`config.mk`:
```
export PLATFORM = sky130hd
export DESIGN_NAME = sobel_window_ctrl
export DESIGN_NICKNAME = d
export VERILOG_FILES = /design/src/rtl/sobel_pkg.sv /design/src/rtl/sobel_bank_rot.sv /design/src/rtl/sobel_window_ctrl.sv
export SDC_FILE = /design/constraint.sdc
export NUM_CORES = 1
export LEC_CHECK = 0
export ABC_AREA = 1
export CELL_PAD_IN_SITES_DETAIL_PLACEMENT = 1
export CELL_PAD_IN_SITES_GLOBAL_PLACEMENT = 2
export CORE_MARGIN = 2
export CORE_UTILIZATION = 32
export CTS_CLUSTER_SIZE = 30
export DETAILED_ROUTE_END_ITERATION = 10
export PLACE_DENSITY_LB_ADDON = 0.1
export SYNTH_ARGS = -nofsm -noshare
export SYNTH_HDL_FRONTEND = slang
export SYNTH_HIERARCHICAL = 1
export SYNTH_SLANG_ARGS = --single-unit
export TNS_END_PERCENT = 5
```
`constraint.sdc`:
```
create_clock -name clk -period 3.8 [get_ports clk]
set_input_delay 0.76 -clock clk [delete_from_list [all_inputs] [get_ports clk]]
set_output_delay 0.76 -clock clk [all_outputs]
set_load 0.05 [all_outputs]
```
`src/rtl/sobel_pkg.sv`:
```
// Shared types and helpers for the Sobel window sequencer.
// Holds the state encoding, the bank-select width and the modulo-3 increment.
package sobel_pkg;

  localparam int BANK_W = 2;

  typedef enum logic [1:0] {
    ST_IDLE  = 2'd0,
    ST_FILL0 = 2'd1,
    ST_FILL1 = 2'd2,
    ST_RUN   = 2'd3
  } state_t;

  function automatic logic [BANK_W-1:0] mod3_inc(input logic [BANK_W-1:0] b);
    return (b == 2'd2) ? 2'd0 : b + 2'd1;
  endfunction

endpackage

```
`src/rtl/sobel_bank_rot.sv`:
```
// Modulo-3 rotation of the three row RAMs: which one is written, which holds y-1 and y-2.
// Bank outputs are registered per accepted beat and hold their value between beats.
module sobel_bank_rot
  import sobel_pkg::*;
(
  input  logic              clk,
  input  logic              rst,
  input  logic              beat,
  input  logic              sof,
  input  logic              eol,
  output logic [BANK_W-1:0] wr_bank,
  output logic [BANK_W-1:0] mid_bank,
  output logic [BANK_W-1:0] top_bank
);

  logic [BANK_W-1:0] wb_q, wb_d;
  logic [BANK_W-1:0] eff_wb;
  logic [BANK_W-1:0] wr_bank_q, wr_bank_d;
  logic [BANK_W-1:0] mid_bank_q, mid_bank_d;
  logic [BANK_W-1:0] top_bank_q, top_bank_d;

  always_comb begin
    eff_wb     = sof ? '0 : wb_q;
    wb_d       = wb_q;
    wr_bank_d  = wr_bank_q;
    mid_bank_d = mid_bank_q;
    top_bank_d = top_bank_q;
    if (beat) begin
      // The line just finished becomes y-1 once the pointer moves on.
      wb_d       = eol ? mod3_inc(eff_wb) : eff_wb;
      wr_bank_d  = eff_wb;
      top_bank_d = mod3_inc(eff_wb);
      mid_bank_d = mod3_inc(mod3_inc(eff_wb));
    end
  end

  always_ff @(posedge clk) begin
    if (rst) begin
      wb_q       <= '0;
      wr_bank_q  <= 2'd0;
      mid_bank_q <= 2'd2;
      top_bank_q <= 2'd1;
    end else begin
      wb_q       <= wb_d;
      wr_bank_q  <= wr_bank_d;
      mid_bank_q <= mid_bank_d;
      top_bank_q <= top_bank_d;
    end
  end

  assign wr_bank  = wr_bank_q;
  assign mid_bank = mid_bank_q;
  assign top_bank = top_bank_q;

endmodule

```
`src/rtl/sobel_window_ctrl.sv`:
```
// Raster sequencer for the 3-line Sobel window: line-buffer address, bank selects, window qualifiers.
// All outputs registered (1 cycle after the beat); SOBEL_LEN_CHECK_EN enables the sticky line-length check.
module sobel_window_ctrl
  import sobel_pkg::*;
#(
  parameter int LINE_W = 640,
  parameter int ADDR_W = 10,
  parameter int LINE_H = 480
) (
  input  logic              clk,
  input  logic              rst,
  input  logic              in_valid,
  input  logic              in_sof,
  input  logic              in_eol,
  output logic              wr_en,
  output logic [ADDR_W-1:0] wr_addr,
  output logic [BANK_W-1:0] wr_bank,
  output logic [BANK_W-1:0] mid_bank,
  output logic [BANK_W-1:0] top_bank,
  output logic              shift_en,
  output logic              win_valid,
  output logic              win_eol,
  output logic              win_eof,
  output logic              err_len
);

  localparam int Y_W = (LINE_H > 1) ? $clog2(LINE_H) : 1;
  localparam logic [ADDR_W-1:0] X_LAST = ADDR_W'(LINE_W - 1);
  localparam logic [Y_W-1:0]    Y_LAST = Y_W'(LINE_H - 1);

  state_t            state_q, state_d, eff_state;
  logic [ADDR_W-1:0] x_q, x_d, eff_x;
  logic [Y_W-1:0]    y_q, y_d, eff_y;
  logic              beat, win;
  logic              wr_en_q, wr_en_d;
  logic [ADDR_W-1:0] wr_addr_q, wr_addr_d;
  logic              win_valid_q, win_valid_d;
  logic              win_eol_q, win_eol_d;
  logic              win_eof_q, win_eof_d;

  // A start-of-frame beat restarts the raster before its own eol/column handling.
  always_comb begin
    beat        = in_valid && ((state_q != ST_IDLE) || in_sof);
    eff_state   = in_sof ? ST_FILL0 : state_q;
    eff_x       = in_sof ? '0 : x_q;
    eff_y       = in_sof ? '0 : y_q;
    win         = (eff_state == ST_RUN) && (eff_x >= ADDR_W'(2));
    state_d     = state_q;
    x_d         = x_q;
    y_d         = y_q;
    wr_en_d     = 1'b0;
    wr_addr_d   = wr_addr_q;
    win_valid_d = 1'b0;
    win_eol_d   = 1'b0;
    win_eof_d   = 1'b0;
    if (beat) begin
      wr_en_d     = 1'b1;
      wr_addr_d   = eff_x;
      win_valid_d = win;
      win_eol_d   = win && in_eol;
      win_eof_d   = win && in_eol && (eff_y == Y_LAST);
      if (in_eol) begin
        x_d = '0;
        if (eff_y == Y_LAST) begin
          state_d = ST_IDLE;
          y_d     = '0;
        end else begin
          y_d     = eff_y + 1'b1;
          state_d = (eff_state == ST_FILL0) ? ST_FILL1 : ST_RUN;
        end
      end else begin
        x_d     = (eff_x == X_LAST) ? eff_x : eff_x + 1'b1;
        y_d     = eff_y;
        state_d = eff_state;
      end
    end
  end

  always_ff @(posedge clk) begin
    if (rst) begin
      state_q     <= ST_IDLE;
      x_q         <= '0;
      y_q         <= '0;
      wr_en_q     <= 1'b0;
      wr_addr_q   <= '0;
      win_valid_q <= 1'b0;
      win_eol_q   <= 1'b0;
      win_eof_q   <= 1'b0;
    end else begin
      state_q     <= state_d;
      x_q         <= x_d;
      y_q         <= y_d;
      wr_en_q     <= wr_en_d;
      wr_addr_q   <= wr_addr_d;
      win_valid_q <= win_valid_d;
      win_eol_q   <= win_eol_d;
      win_eof_q   <= win_eof_d;
    end
  end

  sobel_bank_rot u_bank_rot (
    .clk      (clk),
    .rst      (rst),
    .beat     (beat),
    .sof      (in_sof),
    .eol      (in_eol),
    .wr_bank  (wr_bank),
    .mid_bank (mid_bank),
    .top_bank (top_bank)
  );

`ifdef SOBEL_LEN_CHECK_EN
  logic err_len_q, err_len_d;

  always_comb begin
    err_len_d = err_len_q;
    if (beat) begin
      if (in_sof) err_len_d = 1'b0;
      if (in_eol ? (eff_x != X_LAST) : (eff_x == X_LAST)) err_len_d = 1'b1;
    end
  end

  always_ff @(posedge clk) begin
    if (rst) err_len_q <= 1'b0;
    else     err_len_q <= err_len_d;
  end

  assign err_len = err_len_q;
`else
  assign err_len = 1'b0;
`endif

  // Write and shift strobes describe the same beat.
  assign wr_en     = wr_en_q;
  assign shift_en  = wr_en_q;
  assign wr_addr   = wr_addr_q;
  assign win_valid = win_valid_q;
  assign win_eol   = win_eol_q;
  assign win_eof   = win_eof_q;

endmodule

```
==> results.md, run 1 <==
Routing:
- The count of vias placed by the detailed router is 2179.
- In the final routed layout, each cell accounts on average for 15.4 µm.
- The wire length after detailed routing is 6.73 mm.
- The count of routing violations after the opening detailed-route iteration is 55.
- The residual antenna-violating net count after detailed routing is 0.
- The first detailed-routing pass ran for 4 iterations.
- The per-cell via count in the routed design is 4.97.
- After detailed routing, the number of remaining DRC violations is 0.

Clocking:
- In this run, post-CTS repair resized a total of 0 instances.
- The root buffer selected by CTS is sky130_fd_sc_hd__clkbuf_8.
- The later pin in the worst-skew pair is clocked with a latency of 300 ps.
- The maximum count of clock buffers along a single path is 2.
- The sink count of the clock tree is 41.
- The clock tree synthesis step divided the H-tree into 2 levels.
- TritonCTS built the clock tree.
- The total clock buffers created by CTS is 5.
- Clock-pin slew was measured on the worst setup and hold paths at 90 ps.
- Buffers inserted to repair hold after CTS numbered 0.
- Once the clock tree was built, the setup fixing pass inserted 0 buffers.

Timing:
- In the post-route analysis, the smallest setup slack over all paths is 1100 ps.
- Setup repair after global routing left no endpoint under its margin.
- The remaining max-slew budget at the tightest pin is 61.8%.
- The accumulated negative setup slack is 0 ps.
- The worst path needs 2700 ps of the cycle, external delays included.
- On the final layout, the worst clock skew is 4.77 ps.
- At the pin with the least slew margin, the transition time is 572 ps.
- Based on the critical path, the design can be clocked at up to 0.370 GHz.
- The setup violation total in the final timing report is 0.
- Of the available clock period, the critical path in the final layout requires 71.1%.
- The number of slew-limit violations in the final report came to 0.
- The final hold violation count was 0.

Logic synthesis:
- The cell area after synthesis is 0.00222 mm².
- The share of flip-flops with an asynchronous set or reset after synthesis is 0%.
- The net count after synthesis is 344.
- The count of synthesis-stage warnings from yosys is 6.
- Counting flops with a built-in enable in the synthesized netlist gives 0.
- The leading register cell type out of synthesis is sky130_fd_sc_hd__dfxtp_1.
- The top cell type by total area after synthesis is sky130_fd_sc_hd__dfxtp_1.
- Sorting the synthesized cells by how often they occur yields sky130_fd_sc_hd__nand2_1, sky130_fd_sc_hd__inv_1, sky130_fd_sc_hd__nor2_1.
- The sequential area share after synthesis is 37.0%.
- The cell count after synthesis is 336.
- After synthesis, the cell types taking the most area are sky130_fd_sc_hd__dfxtp_1, sky130_fd_sc_hd__nand2_1, sky130_fd_sc_hd__inv_1.
- Yosys instantiated no cell more often than sky130_fd_sc_hd__nand2_1.
- The average footprint of a synthesized cell is 6.60 µm².
- After synthesis, the netlist uses 30 different library cells.
- The number of synthesized register bits is 41.
- Summed over its instances, the top area cell type makes up 37.0% of the synthesized netlist area.

Power:
- The leakage component of the power is 0.00102 µW.
- The areal power density over the cells is 362 mW/mm².
- The largest voltage drop on the vdd net is 174 µV.

Placement:
- The number of cells in the design after placement is 430.
- The count of input and output buffers is 25.
- The placed wire-length estimate is 5.02 mm.
- The weighted congestion at the end of routability-driven global placement is 0.795.
- The placement-stage worst setup slack is 760 ps.

Global route:
- The wire length of the first global-routing pass is 11.7 mm.
- In this run the most used layer during global routing was met2.
- Global routing consumed, on the met3 layer, 3.22% of the routing resources.
- The number of global-route vias before repair is 2328.
- The pin count of the biggest net entering global routing is 27.
- The number of antenna violations at the first check in global routing is 0.
- The met2 track demand over resource is 34.7%.
- The total routing resource utilization after global routing is 19.7%.
- The residual overflow from global routing is 0.
- The met1 track demand over resource in global routing is 25.0%.

Job:
- Max-cap violations in this run came to 0.

Die:
- The die covers 0.00761 mm².
- The core region is 0.00676 mm².
- The die is 87.3 µm tall.
- Pin placement for this block handled 27 I/O pins.
- Row generation in the floorplan step produced 30 rows.
- The die extent in x is 87.3 µm.
- The initial utilization of the core area, before any placement, comes to 32.8%.

Hold path:
- The hold path startpoint is x_q[9].
- The path class of the tightest hold or removal check is flip-flop to flip-flop.
- The hold path depth is 2.
- For hold timing, the worst endpoint is x_q[9].

Final layout:
- At the end of the flow, the number of nets in the layout was 365.
- 0 antenna diodes ended up in the layout.
- The number of standard cells in the final layout excluding fillers is 438.
- The post-route netlist has 7.26% of its cells at a drive strength greater than 1.
- Compared with the post-synthesis result, the final layout area differs by 16.6%.

Worst setup path:
- The endpoint of the worst-slack reg-to-reg timing path is x_q[8].
- The required time of the worst setup path is 3990 ps.
- In this run the worst path has a maximum fanout of 10.
- Setup slack on the worst reg-to-reg path comes out at 1860 ps.
- The startpoint class of the critical path is a primary input.
- The logic depth of the worst register-to-register path is 10.
- The arrival time at the worst endpoint is 2890 ps.
- The startpoint identified for the worst register-to-register timing path is x_q[1].
- The kind of capture point of the worst setup path is a flip-flop.
- The critical path is of the primary input to flip-flop type.

Outcome:
- The run finished with clean final reports.
==> cell type report <==
class / instances / area, µm²
Clock buffer: 5 / 68.8
Clock inverter: 3 / 21.3
Fill cell: 906 / 4170
Inverter: 45 / 169
Multi-Input combinational cell: 234 / 1120
Sequential cell: 41 / 821
Tap cell: 80 / 100
Timing Repair Buffer: 30 / 288
==> worst max path at each step <==
| stage | slack (ps) | cells past startpoint | to | start |
|---|---|---|---|---|
| final | 1100 | 11 | x_q[8] | in_sof |
| after global routing | 920 | 11 | x_q[8] | in_sof |
| after CTS | 1080 | 11 | x_q[8] | in_sof |
| after detailed placement | 760 | 11 | x_q[8] | in_sof |
| after global placement | 810 | 11 | x_q[0] | in_sof |
| after floorplan | 1650 | 11 | x_q[0] | in_sof |
==> stage by stage <==
stage / area, µm² / util [%] / power (µW) / hold slack (ps)
after floorplan: 2220 / - / 594 / 445
after global placement: 2500 / 36.9 / 643 / 457
after detailed placement: 2500 / 36.9 / 645 / 461
after CTS: 2590 / 38.3 / 955 / 474
after global routing: 2590 / 38.3 / 987 / 507
final: 2590 / 38.3 / 935 / 472
==> layout by cell type, fill, tap and decap left out, drive strengths merged, types with 4 or more instances in the layout <==
master,instances
clkbuf,5
nand2,73
clkdlybuf4s50,25
nor2,48
buf,5
dfxtp,41
o21ai,26
nand4,6
nand3,31
nor3,4
a21oi,30
inv,46
==> sequential cells by signal (all words and copies together), names as in the netlist, 2 cells and up <==
signal and count:
y_q 9, x_q 10, wr_addr 10, u_bank_rot/wb_q 2, state_q 2, u_bank_rot/top_bank 2
==> power by group <==
group          leakage (µW)  switching, µW  internal, µW
Clock             0.0000445            171           131
Combinational      0.000643            123          50.4
Sequential         0.000334           12.0           449
Total               0.00102            306           630
==> logic make-up after synthesis <==
logic type                 count (synthesis)  share of synthesized area [%]
AOI/OAI and AO/OA                         63                           15.5
DFF                                       41                           37.0
xor gates and xnor gates                   3                           1.18
adders and majority gates                  3                           1.69
and+or+nand+nor                          164                           31.9
buffers and inverters                     61                           12.6
other                                      1                          0.169
==> critical path, cell delays in order <==
cell	delay (ps)
sky130_fd_sc_hd__clkdlybuf4s50_1	460
sky130_fd_sc_hd__buf_4	210
sky130_fd_sc_hd__nor2_1	330
sky130_fd_sc_hd__ha_1	280
sky130_fd_sc_hd__nand4_1	170
sky130_fd_sc_hd__nor2_1	160
sky130_fd_sc_hd__nand2_2	140
sky130_fd_sc_hd__inv_1	160
sky130_fd_sc_hd__nor2_1	70
sky130_fd_sc_hd__nand3_1	80
sky130_fd_sc_hd__a21oi_1	60
==> per-layer routing <==
metal  up-vias  share of wire, %
met5         -                 0
met4         0              0.98
met3         6               2.3
met2        28                50
met1      1029                47
li1       1116                 -
No activity file was read; power rests on OpenSTA's default activity.
==> run 2: changes to the inputs <==
--- a/config.mk
+++ b/config.mk
@@ -9,7 +9,7 @@
 export CELL_PAD_IN_SITES_DETAIL_PLACEMENT = 1
 export CELL_PAD_IN_SITES_GLOBAL_PLACEMENT = 2
 export CORE_MARGIN = 2
-export CORE_UTILIZATION = 32
+export CORE_UTILIZATION = 30
 export CTS_CLUSTER_SIZE = 30
 export DETAILED_ROUTE_END_ITERATION = 10
 export PLACE_DENSITY_LB_ADDON = 0.1
==> constraint.sdc (replaced) <==
create_clock -name clk -period 2.7 [get_ports clk]
set_input_delay 0.54 -clock clk [delete_from_list [all_inputs] [get_ports clk]]
set_output_delay 0.54 -clock clk [all_outputs]
set_load 0.05 [all_outputs]
==> results.md, run 2 (synthesis gave the netlist of run 1 again) <==
Job:
- The total of max-cap violations is 0.

Clocking:
- The clock latency on the worst-skew pair is 300 ps.
- The sink count of the clock tree is 41.
- The clock passes through at most 2 buffers.
- The setup fix buffers added after clock tree synthesis is 0.
- The CTS tree is yes.
- Counting the buffers created by CTS gives 5.
- The clock slew at the register clock pins of the worst setup and hold paths is 80 ps.
- The total of hold buffers inserted after clock tree synthesis is 0.
- The clock tree synthesis step divided the H-tree into 2 levels.
- The number of gates resized after CTS was 0.
- The tree is rooted in a sky130_fd_sc_hd__clkbuf_8.

Die:
- The initial cell density of the core is 30.7%.
- The area of the die is 0.00810 mm².
- The overall die height is 90.0 µm.
- Pin placement for this block handled 27 I/O pins.
- In this run the horizontal extent of the chip is 90.0 µm.
- The site row count is 31.
- The total area inside the core boundary comes to 0.00721 mm².

Placement:
- At the end of routability-driven placement, the weighted congestion stood at 0.823.
- Summed over all nets, the half-perimeter wirelength after detailed placement is 5.00 mm.
- Timing analysis after detailed placement gives a worst setup slack of 190 ps.
- The number of cells in the design after placement is 455.
- The count of input and output buffers is 25.

Routing:
- The residual antenna-violating net count after detailed routing is 0.
- The number of remaining DRC errors is 0.
- The first detailed-routing pass ran for 4 iterations.
- The count of routing violations after the opening detailed-route iteration is 88.
- The per-cell via count in the routed design is 4.73.
- Summed over all layers, the routed wires come to 6.62 mm.
- The count of vias placed by the detailed router is 2189.
- In the final routed layout, each cell accounts on average for 14.3 µm.

Final layout:
- The fraction of the core area covered by cells at the end of the flow is 37.1%.
- The multi-input combinational cells in the finished layout cover a total of 0.00112 mm².
- Summing all flip-flop and latch instances after layout gives 821 µm².
- The most common cell after layout, fill and taps aside is sky130_fd_sc_hd__nand2_1.
- The number of antenna diodes in the final layout is 0.
- The layout net count is 371.
- From synthesis to final layout, the design area changed by 20.8%.
- In the layout the commonest cells are sky130_fd_sc_hd__nand2_1, sky130_fd_sc_hd__inv_1, sky130_fd_sc_hd__nor2_1, sky130_fd_sc_hd__dfxtp_1, sky130_fd_sc_hd__nand3_1.
- The number of fillers in the final layout is 960.
- In the final layout, the share of cells above drive strength 1 is 8.79%.
- The number of standard cells in the final layout excluding fillers is 463.

Worst setup path:
- The slack of the worst reg-to-reg path is 940 ps.
- STA classifies the critical path startpoint as a primary input.
- The worst setup path is captured at a flip-flop.
- The largest stage delay on the critical path is 510 ps.
- On the critical path, the stage with the largest delay is an instance of sky130_fd_sc_hd__clkdlybuf4s50_1.
- The worst setup path is of the primary input to flip-flop kind.
- The logic depth of the worst register-to-register path is 10.
- The startpoint identified for the worst register-to-register timing path is x_q[1].
- In this run the worst setup path begins at in_sof.
- The required time of the worst setup path is 2900 ps.
- The most numerous cell type found on the critical path is sky130_fd_sc_hd__nand2_1.
- Along the worst path, the maximum fanout reaches 5.
- Walking the worst path, the cells encountered are clkdlybuf4s50_1 -> buf_4 -> nor2_1 -> ha_1 -> nand2_1 -> inv_1 -> nand2_1 -> nor2_1 -> nand2_1 -> nand2_1 -> a21oi_1 -> o21bai_1 -> inv_1.
- In this run the critical register-to-register path is captured at x_q[8].
- The end point of the critical path is y_q[0].
- The arrival time at the worst endpoint is 2380 ps.

Timing:
- The number of slew-limit violations in the final report is 0.
- The worst path needs 2180 ps of the cycle, external delays included.
- Setup violations remaining at the end of the flow were counted as 0.
- Timing would allow up to 0.459 GHz.
- The final hold violation count was 0.
- Setup repair after global routing left no endpoint under its margin.
- The worst setup skew after layout is 4.34 ps.
- The remaining max-slew budget at the tightest pin is 60.8%.
- The accumulated negative setup slack is 0 ps.
- The worst-case setup margin in the final layout is 522 ps.
- The worst path uses 80.7% of the clock period.
- The actual transition at the worst max-transition pin is 587 ps.

Global route:
- The wire length of the first global-routing pass is 11.2 mm.
- Global routing used 17.2% of the available tracks.
- The number of global-route vias before repair was 2248.
- The number of antenna violations at the first check in global routing is 0.
- Summed over all layers, the global routing overflow is 0.
- Entering global routing, the biggest net connects 28 pins.

Hold path:
- The type of the worst min-delay path is flip-flop to flip-flop.

Power:
- Across the VDD grid, the largest voltage drop is 187 µV.
- The leakage component of the power is 0.00107 µW.
- Power spread over the standard cell area amounts to 506 mW/mm².

Outcome:
- The flow ran to the end, and the final reports show no timing, DRC or antenna violations.
==> run 2: changes by cell type in the layout (fill, tap and decap cells not counted), sizes merged <==
cell / before / now
clkbuf: 5 / 7
inv: 46 / 45
buf: 5 / 11
clkinvlp: 1 / 0
==> run 2: cell type report <==
cell class | instances | area share [%]
multi-input cells | 234 | 41.8
flip-flops and latches | 41 | 30.6
clock buffers | 7 | 3.60
clock inverters | 1 | 0.187
repair buffers | 36 | 12.9
inverters | 45 | 6.31
well taps | 99 | 4.62
==> run 2: through the flow <==
stage	area, µm²	total power (µW)	hold WS, ps
after floorplan	2220	836	445
after global placement	2580	916	453
after detailed placement	2580	917	461
after CTS	2680	1390	473
after global routing	2680	1430	506
final	2680	1360	469
==> run 2: worst min-delay path by stage <==
stage	slack (ps)	end	start	cells after the start
after global routing	510	state_q[1]	state_q[1]	2
final	470	x_q[9]	x_q[9]	2
after global placement	450	state_q[1]	state_q[1]	2
after CTS	470	x_q[9]	x_q[9]	2
after detailed placement	460	x_q[9]	x_q[9]	2
after floorplan	440	state_q[1]	state_q[1]	2
==> run 2: worst max-delay path, delay by kind of cell <==
kind            cells  cell delay [ps]
buf+inv             4              830
simple gates        6              590
compound gates      2              210
fa+ha+maj           1              210
==> run 2: report_power, final <==
part,switching [µW],internal (µW)
clock,224,231
combinational,173,79.2
sequential,16.6,631
total,414,942
==> run 2: routing by layer <==
| layer | wire, µm | part of all wire [%] | vias up | global-route usage, % |
|---|---|---|---|---|
| met5 | 0 | 0 | - | 0 |
| met2 | 3010 | 45 | 34 | 28.6 |
| met1 | 3330 | 50 | 1017 | 23.1 |
| met3 | 211 | 3.2 | 6 | 3.10 |
| met4 | 70 | 1.1 | 0 | 4.23 |
| li1 | - | - | 1132 | - |
==> run 3: changes to the inputs <==
--- a/config.mk
+++ b/config.mk
@@ -9,7 +9,7 @@
 export CELL_PAD_IN_SITES_DETAIL_PLACEMENT = 1
 export CELL_PAD_IN_SITES_GLOBAL_PLACEMENT = 2
 export CORE_MARGIN = 2
-export CORE_UTILIZATION = 30
+export CORE_UTILIZATION = 27
 export CTS_CLUSTER_SIZE = 30
 export DETAILED_ROUTE_END_ITERATION = 10
 export PLACE_DENSITY_LB_ADDON = 0.1
==> constraint.sdc (replaced) <==
create_clock -name clk -period 2 [get_ports clk]
set_input_delay 0.4 -clock clk [delete_from_list [all_inputs] [get_ports clk]]
set_output_delay 0.4 -clock clk [all_outputs]
set_load 0.05 [all_outputs]
==> results.md, run 3 (synthesis gave the netlist of run 1 again) <==
Outcome:
- The run finished with clean final reports.

Global route:
- Entering global routing, the biggest net connects 31 pins.
- The number of global-route vias before repair is 2455.
- Global routing used 18.0% of the available tracks.
- Global routing finished with a remaining overflow of 0.
- The number of antenna violations at the first check in global routing is 0.
- The first global-routing pass estimated 12.4 mm of wire.

Final layout:
- The number of antenna diodes in the final layout is 0.
- Leaving out fill and tap cells, the most frequent cells in the layout are sky130_fd_sc_hd__nand2_1, sky130_fd_sc_hd__buf_4, sky130_fd_sc_hd__inv_1, sky130_fd_sc_hd__dfxtp_1, sky130_fd_sc_hd__nor2_1.
- The combined area of the multi-input logic cells is 0.00117 mm².
- In the final layout, the share of cells above drive strength 1 is 20.3%.
- For this run, the post-layout net count is 410.
- The register area is 821 µm².
- The number of fillers in the final layout is 1080.
- The library cell used most frequently in the layout, excluding fill and tap cells, is sky130_fd_sc_hd__nand2_1.
- The synthesis-to-layout area growth is 35.7%.

Timing:
- The highest achievable clock rate is 0.525 GHz.
- Setup repair after global routing could not meet its margin everywhere.
- The final hold slack is 466 ps.
- The final hold violation count is 0.
- The number of slew-limit violations in the final report is 0.
- Setup violations remaining at the end of the flow were counted as 0.
- For the pin with the worst max-slew slack, the measured transition is 530 ps.
- For the finished layout, the period the worst path requires is 1900 ps.
- The share of the clock period used by the worst path is 95.2%.
- Clock skew on the completed layout was measured at 3.50 ps.
- Measured against its own limit, the worst slew margin works out to 64.5%.

Die:
- The die covers 0.00896 mm².
- The number of ports placed on the die boundary is 27.
- The floorplan step set the die height to 94.6 µm.
- The initialized floorplan defines 33 standard-cell rows.
- The floorplan step defined a core boundary enclosing 0.00809 mm².
- The floorplan step set the die width to 94.6 µm.
- The initial utilization of the core area, before any placement, comes to 27.4%.

Routing:
- The detailed router finished its first iteration with 88 violations.
- After detailed routing, the total wire length is 7.36 mm.
- The residual antenna-violating net count after detailed routing is 0.
- The per-cell via count in the routed design is 4.56.
- The number of detailed-routing iterations run before antenna repair is 4.
- The count of vias placed by the detailed router is 2316.
- The wire length per cell after detailed routing is 14.5 µm.
- The number of remaining DRC errors is 0.

Worst setup path:
- The worst setup path is captured at a flip-flop.
- For flop-to-flop paths, the worst setup slack is 350 ps.
- The critical path is of the primary input to flip-flop type.
- The arrival time at the worst endpoint is 2090 ps.
- Along the worst path, the maximum fanout reaches 8.
- The logic depth of the worst register-to-register path is 9.
- The worst register-to-register path ends at x_q[7].
- For the worst setup path, the data required time is 2190 ps.
- The origin of the worst setup path is in_sof.
- The startpoint class of the critical path is a primary input.
- The startpoint of the worst register-to-register path is x_q[1].

Clocking:
- The clock slew at the register clock pins of the worst setup and hold paths is 80 ps.
- The total clock buffers created by CTS is 5.
- The root buffer selected by CTS is sky130_fd_sc_hd__clkbuf_8.
- The maximum count of clock buffers along a single path is 2.
- The CTS H-tree depth is 2.
- Clock latency on the worst-skew pair, taken at its later pin, is 300 ps.
- After clock tree synthesis, the flow added hold-fix buffers numbering 0.
- TritonCTS built the clock tree.
- The sink count of the clock tree is 41.

Power:
- The total power of the final layout is 1810 µW.
- For this design the static power due to leakage is 0.00125 µW.
- Power spread over the standard cell area amounts to 602 mW/mm².
- IR analysis of the VDD net gives a maximum drop of 234 µV.

Hold path:
- The tightest min-delay check is of the flip-flop to flip-flop type.
- Along the worst hold path, the cell count comes to 2.
- The terminating pin of the worst hold path is x_q[9].
- In this run the most critical hold path is launched from x_q[9].

Job:
- The total of max-cap violations is 0.

Placement:
- Port buffering added 25 buffers.
- The placed wire-length estimate is 5.56 mm.
- The weighted congestion at the end of routability-driven global placement is 0.761.
==> run 3: changes by cell type in the layout (fill, tap and decap cells not counted), moves of 2 or more <==
| cell | previous run | this run |
|---|---|---|
| sky130_fd_sc_hd__buf_4 | 10 | 49 |
| sky130_fd_sc_hd__clkbuf_8 | 7 | 5 |
| sky130_fd_sc_hd__nor2_1 | 42 | 36 |
| sky130_fd_sc_hd__nor2_2 | 5 | 9 |
| sky130_fd_sc_hd__nor2_4 | 1 | 3 |
| sky130_fd_sc_hd__ha_1 | 3 | 1 |
==> run 3: metrics by stage <==
step	instances	setup WS (ps)	utilization (%)	cell area, µm²	setup TNS, ps
after global routing	508	-50.4	37.2	3010	-267
after CTS	507	5.08	36.4	2940	0
final	508	96.4	37.2	3010	0
after floorplan	336	206	-	2220	0
after detailed placement	499	-369	35.3	2860	-6430
after global placement	499	-362	35.3	2860	-5430
==> run 3: critical path, stage by stage <==
cell and delay (ps):
sky130_fd_sc_hd__clkdlybuf4s50_1 430, sky130_fd_sc_hd__buf_4 190, sky130_fd_sc_hd__nor2_4 170, sky130_fd_sc_hd__ha_4 170, sky130_fd_sc_hd__nand4_1 140, sky130_fd_sc_hd__nor2_2 180
sky130_fd_sc_hd__nand2_4 110, sky130_fd_sc_hd__buf_4 160, sky130_fd_sc_hd__nand4_1 80, sky130_fd_sc_hd__a21oi_1 70
==> run 3: worst max-delay path by stage <==
stage,end,slack (ps)
after CTS,x_q[6],5
after detailed placement,x_q[8],-370
after global routing,x_q[8],-50
final,x_q[7],100
after floorplan,x_q[1],210
after global placement,x_q[8],-360
==> run 3: final cells by class <==
| cell class | count | share of cell area (%) |
|---|---|---|
| Clock buffer | 5 | 2.29 |
| Tap cell | 105 | 4.36 |
| Timing Repair Buffer | 75 | 20.9 |
| Inverter | 45 | 5.69 |
| Clock inverter | 3 | 0.582 |
| Sequential cell | 41 | 27.3 |
| Multi-Input combinational cell | 234 | 38.9 |
==> run 3: routing by layer <==
| layer | share of wire (%) | vias to the layer above | global-route usage (%) | routed length, µm |
|---|---|---|---|---|
| met5 | 0 | - | 0 | 0 |
| met4 | 1.1 | 0 | 4.35 | 82 |
| met3 | 2.5 | 5 | 3.51 | 182 |
| met2 | 47 | 25 | 29.0 | 3480 |
| met1 | 49 | 1080 | 24.7 | 3610 |
| li1 | - | 1206 | - | - |
==> run 3: what timing repair did <==
action / in CTS / in global routing
endpoints found under the setup margin: 3 / 21
pin swaps: 0 / 2
gates resized for setup: 1 / 16
buffers inserted: 0 / 1
==> run 3: power by group <==
group	switching, µW	internal (µW)	leakage, µW
logic	242	128	0.000871
clock network	326	242	0.0000439
registers	22.7	852	0.000334
